## config.mk

```make
export PLATFORM = sky130hd
export DESIGN_NAME = instruction_fetch_unit
export DESIGN_NICKNAME = d
export VERILOG_FILES = /design/src/rtl/fetch_pkg.sv /design/src/rtl/branch_predecode.sv /design/src/rtl/instruction_fetch_unit.sv
export SDC_FILE = /design/constraint.sdc
export NUM_CORES = 1
export LEC_CHECK = 0
export CAP_MARGIN = 20
export CORE_MARGIN = 1.5
export CORE_UTILIZATION = 43
export CTS_CLUSTER_DIAMETER = 30
export DETAILED_ROUTE_END_ITERATION = 8
export PLACE_DENSITY = 0.8
export SYNTH_ARGS = -nofsm -noshare
export SYNTH_HDL_FRONTEND = slang
export SYNTH_SLANG_ARGS = --single-unit
```

## constraint.sdc

```tcl
create_clock -name clock -period 5.39 [get_ports clock]
set_input_delay 1.617 -clock clock [delete_from_list [all_inputs] [get_ports clock]]
set_output_delay 1.617 -clock clock [all_outputs]
set_load 0.005 [all_outputs]
```

## src/rtl/fetch_pkg.sv

```systemverilog
// fetch_pkg: shared types and constants for the LEGv8 fetch stage
package fetch_pkg;
    localparam int INSTR_W = 32;
    localparam int ADDR_W = 32;
    localparam logic [5:0] B_OPCODE = 6'b000101;
    localparam logic [7:0] CBZ_OPCODE = 8'b10110100;
    typedef enum logic [1:0] {IDLE, WAIT, DONE} fetchState_t;
endpackage

```

## src/rtl/branch_predecode.sv

```systemverilog
// branch_predecode: combinational B/CBZ detection and sign-extended word offset
module branch_predecode #(
    parameter logic [5:0] bOpcode = 6'b000101,
    parameter logic [7:0] cbzOpcode = 8'b10110100
) (
    input  logic [31:0] instr,
    output logic        isCbz,
    output logic        isB,
    output logic [31:0] offset
);
    // B carries imm26 at [25:0], CBZ carries imm19 at [23:5]; both are word offsets
    always_comb begin
        isB = instr[31:26] == bOpcode;
        isCbz = instr[31:24] == cbzOpcode;
        offset = isB ? {{6{instr[25]}}, instr[25:0]} :
                 isCbz ? {{13{instr[23]}}, instr[23:5]} : 32'd0;
    end
endmodule

```

## src/rtl/instruction_fetch_unit.sv

```systemverilog
// instruction_fetch_unit: fetch at PC via req/ready handshake, capture and pre-decode the word
module instruction_fetch_unit #(
    parameter int TIMEOUT_CYCLES = 16,
    parameter logic [5:0] B_OPCODE = 6'b000101,
    parameter logic [7:0] CBZ_OPCODE = 8'b10110100
) (
    input  logic        clock,
    input  logic        reset,
    input  logic [31:0] PC,
    input  logic        fetch_start,
    output logic [31:0] mem_addr,
    output logic        mem_req,
    input  logic        mem_ready,
    input  logic [31:0] mem_rdata,
    output logic [31:0] instruction,
    output logic        instr_valid,
    output logic        busy,
    output logic        fetch_error,
    output logic        branchFlag,
    output logic        unconditionalBranchFlag,
    output logic [31:0] pcOffsetFilled
);
    import fetch_pkg::*;

    localparam int CW = $clog2(TIMEOUT_CYCLES + 1);
    localparam logic [CW-1:0] LAST_WAIT = CW'(TIMEOUT_CYCLES - 1);

    fetchState_t state;
    logic [CW-1:0] waitCount;
    logic decCbz, decB;
    logic [INSTR_W-1:0] decOffset;

    branch_predecode #(.bOpcode(B_OPCODE), .cbzOpcode(CBZ_OPCODE)) predecode (
        .instr(mem_rdata),
        .isCbz(decCbz),
        .isB(decB),
        .offset(decOffset)
    );

    // fetch FSM; every output is a register so the PC block sees glitch-free values
    always_ff @(posedge clock or posedge reset) begin
        if (reset) begin
            state <= IDLE;
            waitCount <= '0;
            mem_addr <= '0;
            mem_req <= 1'b0;
            instruction <= '0;
            instr_valid <= 1'b0;
            busy <= 1'b0;
            fetch_error <= 1'b0;
            branchFlag <= 1'b0;
            unconditionalBranchFlag <= 1'b0;
            pcOffsetFilled <= '0;
        end else begin
            instr_valid <= 1'b0;
            case (state)
                IDLE: if (fetch_start) begin
                    busy <= 1'b1;
                    if (PC[1:0] == 2'b00) begin
                        mem_addr <= PC;
                        mem_req <= 1'b1;
                        fetch_error <= 1'b0;
                        waitCount <= '0;
                        state <= WAIT;
                    end else begin
                        fetch_error <= 1'b1;
                        instr_valid <= 1'b1;
                        state <= DONE;
                    end
                end
                WAIT: if (mem_ready) begin
                    instruction <= mem_rdata;
                    branchFlag <= decCbz;
                    unconditionalBranchFlag <= decB;
                    pcOffsetFilled <= decOffset;
                    mem_req <= 1'b0;
                    instr_valid <= 1'b1;
                    state <= DONE;
                end else if (waitCount == LAST_WAIT) begin
                    mem_req <= 1'b0;
                    fetch_error <= 1'b1;
                    instr_valid <= 1'b1;
                    state <= DONE;
                end else begin
                    waitCount <= waitCount + CW'(1);
                end
                DONE: begin
                    busy <= 1'b0;
                    state <= IDLE;
                end
                default: state <= IDLE;
            endcase
        end
    end
endmodule

```

---- Word level (Yosys, flattened, before mapping) ----
Index checks and enable logic that the tools add are counted.
W data, S select, Z words.
word-level totals
  input bits .............................. 68
  register bits ........................... 109
operators by class
  add/subtract/negate cells ............... 1
  equal/unequal tests ..................... 11
  reductions and logical operators ........ 11
  mux-type cells .......................... 28
operators by type and width
  operator               count
  $mux W32               2
  $mux W5                4
  $mux W1                12
  $ne A2 B2 Y1 const B   5
  $pmux W5 S2            1
  $eq A8 B8 Y1 const B   1
  $mux W2                4
  $pmux W1 S2            4
  $reduce_and A4 Y1      2
  $eq A6 B3 Y1 const B   1
  $reduce_and A2 Y1      3
  $add A5 B1 Y5 const B  1
  $eq A5 B4 Y1 const B   1
  $reduce_and A5 Y1      1
  $logic_not A2 Y1       2
  $pmux W2 S2            1
  $reduce_bool A2 Y1     2
  $ne A3 B3 Y1 const B   1
  $reduce_and A3 Y1      1
  $eq A2 B1 Y1 const B   1
  $eq A2 B2 Y1 const B   1

---- Depth between registers and ports, before layout ----
  word-level depth ........................ 4
  gate-level depth with buffers ........... 6
  gate-level depth less buffers ........... 6

---- By module ----
A second synthesis with hierarchy kept.
second synthesis, totals
  cells, all modules ...................... 304
  area, all modules ....................... 4728.3 um^2
by module, submodules not included
  module                  times used  cells an instance  sequential area each (um^2)  area each (um^2)
  instruction_fetch_unit  1           263                2727.6                       4336.7
  branch_predecode        1           41                 0.0                          391.6

---- Worst setup path after synthesis ----
Ideal clock, no wire load.
  path kind ............................... input port to flip-flop
  from .................................... input port PC[1]
  to ...................................... register mem_addr[11]
  slack ................................... 2.476 ns
  required time ........................... 5.265 ns
  arrival ................................. 2.789 ns
  stages on the path ...................... 4
  setup time .............................. 0.125 ns
  path through ............................ or4b_4 > nor2_8 > buf_8 > mux2_4
on the way
  longest elaborated chain between the ends .. 2
ends and longest elaborated chain
  what                         line                          source
  start: declaration           instruction_fetch_unit.sv:9   input logic [31:0] PC,
  $logic_not A2 Y1             instruction_fetch_unit.sv:59  if (PC[1:0] == 2'b00) begin
  $reduce_and A3 Y1 (no line)  --
  end signal: assignment       instruction_fetch_unit.sv:45  mem_addr <= '0;
  end signal: assignment       instruction_fetch_unit.sv:60  mem_addr <= PC;
  end: declaration             instruction_fetch_unit.sv:11  output logic [31:0] mem_addr,
No other way between the ends.
A chain may end at the register's enable or synchronous reset.

---- Worst setup path after layout ----
  from .................................... input port fetch_start
  to ...................................... register mem_addr[2]
on the way
  longest elaborated chain between the ends .. 1
ends and longest elaborated chain
  what                         line                          source
  start: declaration           instruction_fetch_unit.sv:10  input logic fetch_start,
  $reduce_and A3 Y1 (no line)  --
No other way between the ends.

==> metrics <==
FF+latch count, synth 103; CTS tree yes; Global Route met3 Usage 3.729%; first-pass GRT wire length 16.82 mm; Final nets 593; top_reg_cell synth dfrtp_1; die footprint 10530 um^2; via count 3289; clock network power share 22.6%; met1 GRT Util 26.68%; final setup TNS 0 ns; Post-Syn Area per Cell 11.75 um^2; Pint 1.645 mW; I/O pin cnt 170; final setup vio count 0; grt total ovfl 0; Final min period 3.423 ns; Synthesized Nets 433; outcome complete, no violations; Post-synth EDFFs 0; global route hottest layer met2; Yosys top cell by area dfrtp_1; Gate power share 30.3%; hpwl dp 7.598 mm; routing usage on met2 34.44%; vias in the first global route 3390; CP Max Fanout 32; Initial Utilization 44.04%; P_leak 2.767 nW; final worst clock skew 0.008871 ns; DR iter-0 viols 119; Synth top cells by count 119 x nand2_1, 103 x dfrtp_1, 28 x mux2_4, 19 x o221ai_1, 13 x o21ai_0; most common cell in the netlist nand2_1; Post-Synthesis Cells 363; Least-Margin Pin Slew 0.7349 ns; Row Count 36; CP required 5.64 ns; Die Span Y 102.6 um; clk sink count 103; core area 9684 um^2; initial antenna violation count 0; Power Dens Cells 362.2 nW/um^2; Synth Cell Area 4265 um^2; kind of critical path input port to flip-flop; Root Driver clkbuf_8; share of layout cells above drive strength 1 10.98%; Slew headroom 50.89%; Clock Latency Late Sink 0.35 ns; Fin. Hold Viols 0; antenna cells 0; Post-CTS Resized 0; period utilization 63.50%; CP Cell Sequence clkdlybuf4s50_1 > or4b_4 > nor2_8 > mux2_2; routed len/inst 16.01 um; largest net degree at the start of global routing 90; Worst setup SP type input port; asr flop ratio synth 100.0%; Post-DRT Antenna Nets 0; Pre-antenna DRT Iters 4; H-tree lvl count 3; total wire length 10.59 mm; Ys Warns 0; max-cap violations 0; post-synth top area share 60.43%; total power 2.256 mW; Core Util, Final 64.30%; CP max stage delay 0.56 ns; Hold Buf Count CTS 0; CP arrival 3.67 ns; total track usage 20.59%; synth top area cells dfrtp_1 60%, nand2_1 10%, mux2_4 9.9%; area grow syn2layout 46.00%; Fmax 292.2 MHz; RSZ-0062 raised after global routing no; Worst Setup End Kind flip-flop; Net Sw Power 0.6107 mW; Port Buf Inserts 169; highest-delay cell along the critical path nor2_8; max-slew violations 0; Placer Congestion 0.8427; Setup Buffers After CTS 0; TritonCTS buffer count 9; post-synthesis sequential area ratio 60.43%; Yosys cell types 33; path type of the worst min-delay path flip-flop to flip-flop; Worst IR Drop VDD 0.0001634 V; vias per cell 4.976; sequential power share 47.1%; worst-case clock buffer depth 2; clk slew on worst S/H paths 0.11 ns; # DRC 0; sw frac 27.07%; Die Span X 102.6 um
power groups by stage:
stage | logic, mW | clock network, mW | registers (mW)
3_5_place_dp | 0.689 | 0 | 1.08
6_report | 0.683 | 0.510 | 1.06
3_3_place_gp | 0.667 | 0 | 1.07
2_1_floorplan | 0.231 | 0 | 1.07
5_1_grt | 0.746 | 0.558 | 1.08
4_1_cts | 0.690 | 0.524 | 1.06
area by class of cell:
type | instances | area (um^2)
timing repair buffer | 173 | 1742
sequential | 103 | 2577
inverter | 10 | 40.04
multi-input combinational | 226 | 1491
tap | 133 | 166.4
clock inverter | 7 | 86.33
fill | 765 | 3457
clock buffer | 9 | 123.9
metal layers:
metal | vias to the layer above | routed length, um | part of all wire (%)
met5 | - | 0 | 0
li1 | 1538 | - | -
met3 | 19 | 528 | 5.0
met2 | 108 | 5327 | 50
met4 | 0 | 219 | 2.1
met1 | 1624 | 4509 | 43
cells by family after synthesis:
| group | Yosys count | share of synthesized area [%] |
|---|---|---|
| adder cells (fa/ha/maj) | 2 | 0.5866 |
| flip-flops | 103 | 60.43 |
| multiplexers | 34 | 11.32 |
| AND/OR/NAND/NOR | 142 | 14.76 |
| AO/OA/AOI/OAI | 48 | 8.302 |
| buffers and inverters | 34 | 4.605 |
registers in the layout (all words and copies together) (netlist names):
name                     flops
waitCount                    5
unconditionalBranchFlag      1
instr_valid                  1
pcOffsetFilled              26
busy                         1
instruction                 32
branchFlag                   1
fetch_error                  1
mem_req                      1
state                        2
mem_addr                    32
through the flow:
step / instances / setup WS, ns / instance area (um^2) / hold WS [ns]
6_report: 661 / 1.967 / 6227 / 0.4826
3_5_place_dp: 644 / 1.590 / 5989 / 0.4624
5_1_grt: 661 / 1.940 / 6227 / 0.5111
2_1_floorplan: 363 / 1.069 / 4265 / 0.4697
3_3_place_gp: 644 / 1.645 / 5989 / 0.4584
4_1_cts: 660 / 1.980 / 6200 / 0.4885
critical path: cells and delay by family:
| family | cells | cell delay, ns |
|---|---|---|
| mux | 1 | 0.41 |
| buf+inv | 1 | 0.53 |
| simple gates | 2 | 1.10 |
worst paths after layout:
kind / cells past startpoint / endpoint / startpoint / slack, ns
setup / recovery: 4 / mem_addr[2] / fetch_start / 1.97
hold / removal: 2 / instruction[24] / instruction[24] / 0.48
setup reg to reg: 3 / mem_addr[2] / state[1] / 3.14
hold reg to reg: 2 / instruction[24] / instruction[24] / 0.48
max in group asynchronous: 4 / instruction[9] / reset / 2.95
min in group asynchronous: 2 / mem_addr[17] / reset / 1.57
cell usage in the layout (no fill, tap or decap), types with 3 or more instances in the layout:
| master | synthesis | routed |
|---|---|---|
| a21oi_1 | 5 | 5 |
| buf_4 | 7 | 3 |
| clkbuf_8 | 0 | 9 |
| clkdlybuf4s50_1 | 0 | 169 |
| dfrtp_1 | 103 | 103 |
| inv_1 | 10 | 9 |
| inv_8 | 0 | 3 |
| mux2_4 | 28 | 28 |
| mux2i_1 | 4 | 4 |
| nand2_1 | 119 | 119 |
| nor2_1 | 3 | 3 |
| nor2b_1 | 4 | 4 |
| o211ai_1 | 7 | 7 |
| o21ai_0 | 13 | 13 |
| o221ai_1 | 19 | 19 |
Note: power is estimated with default switching activity, not from simulation.
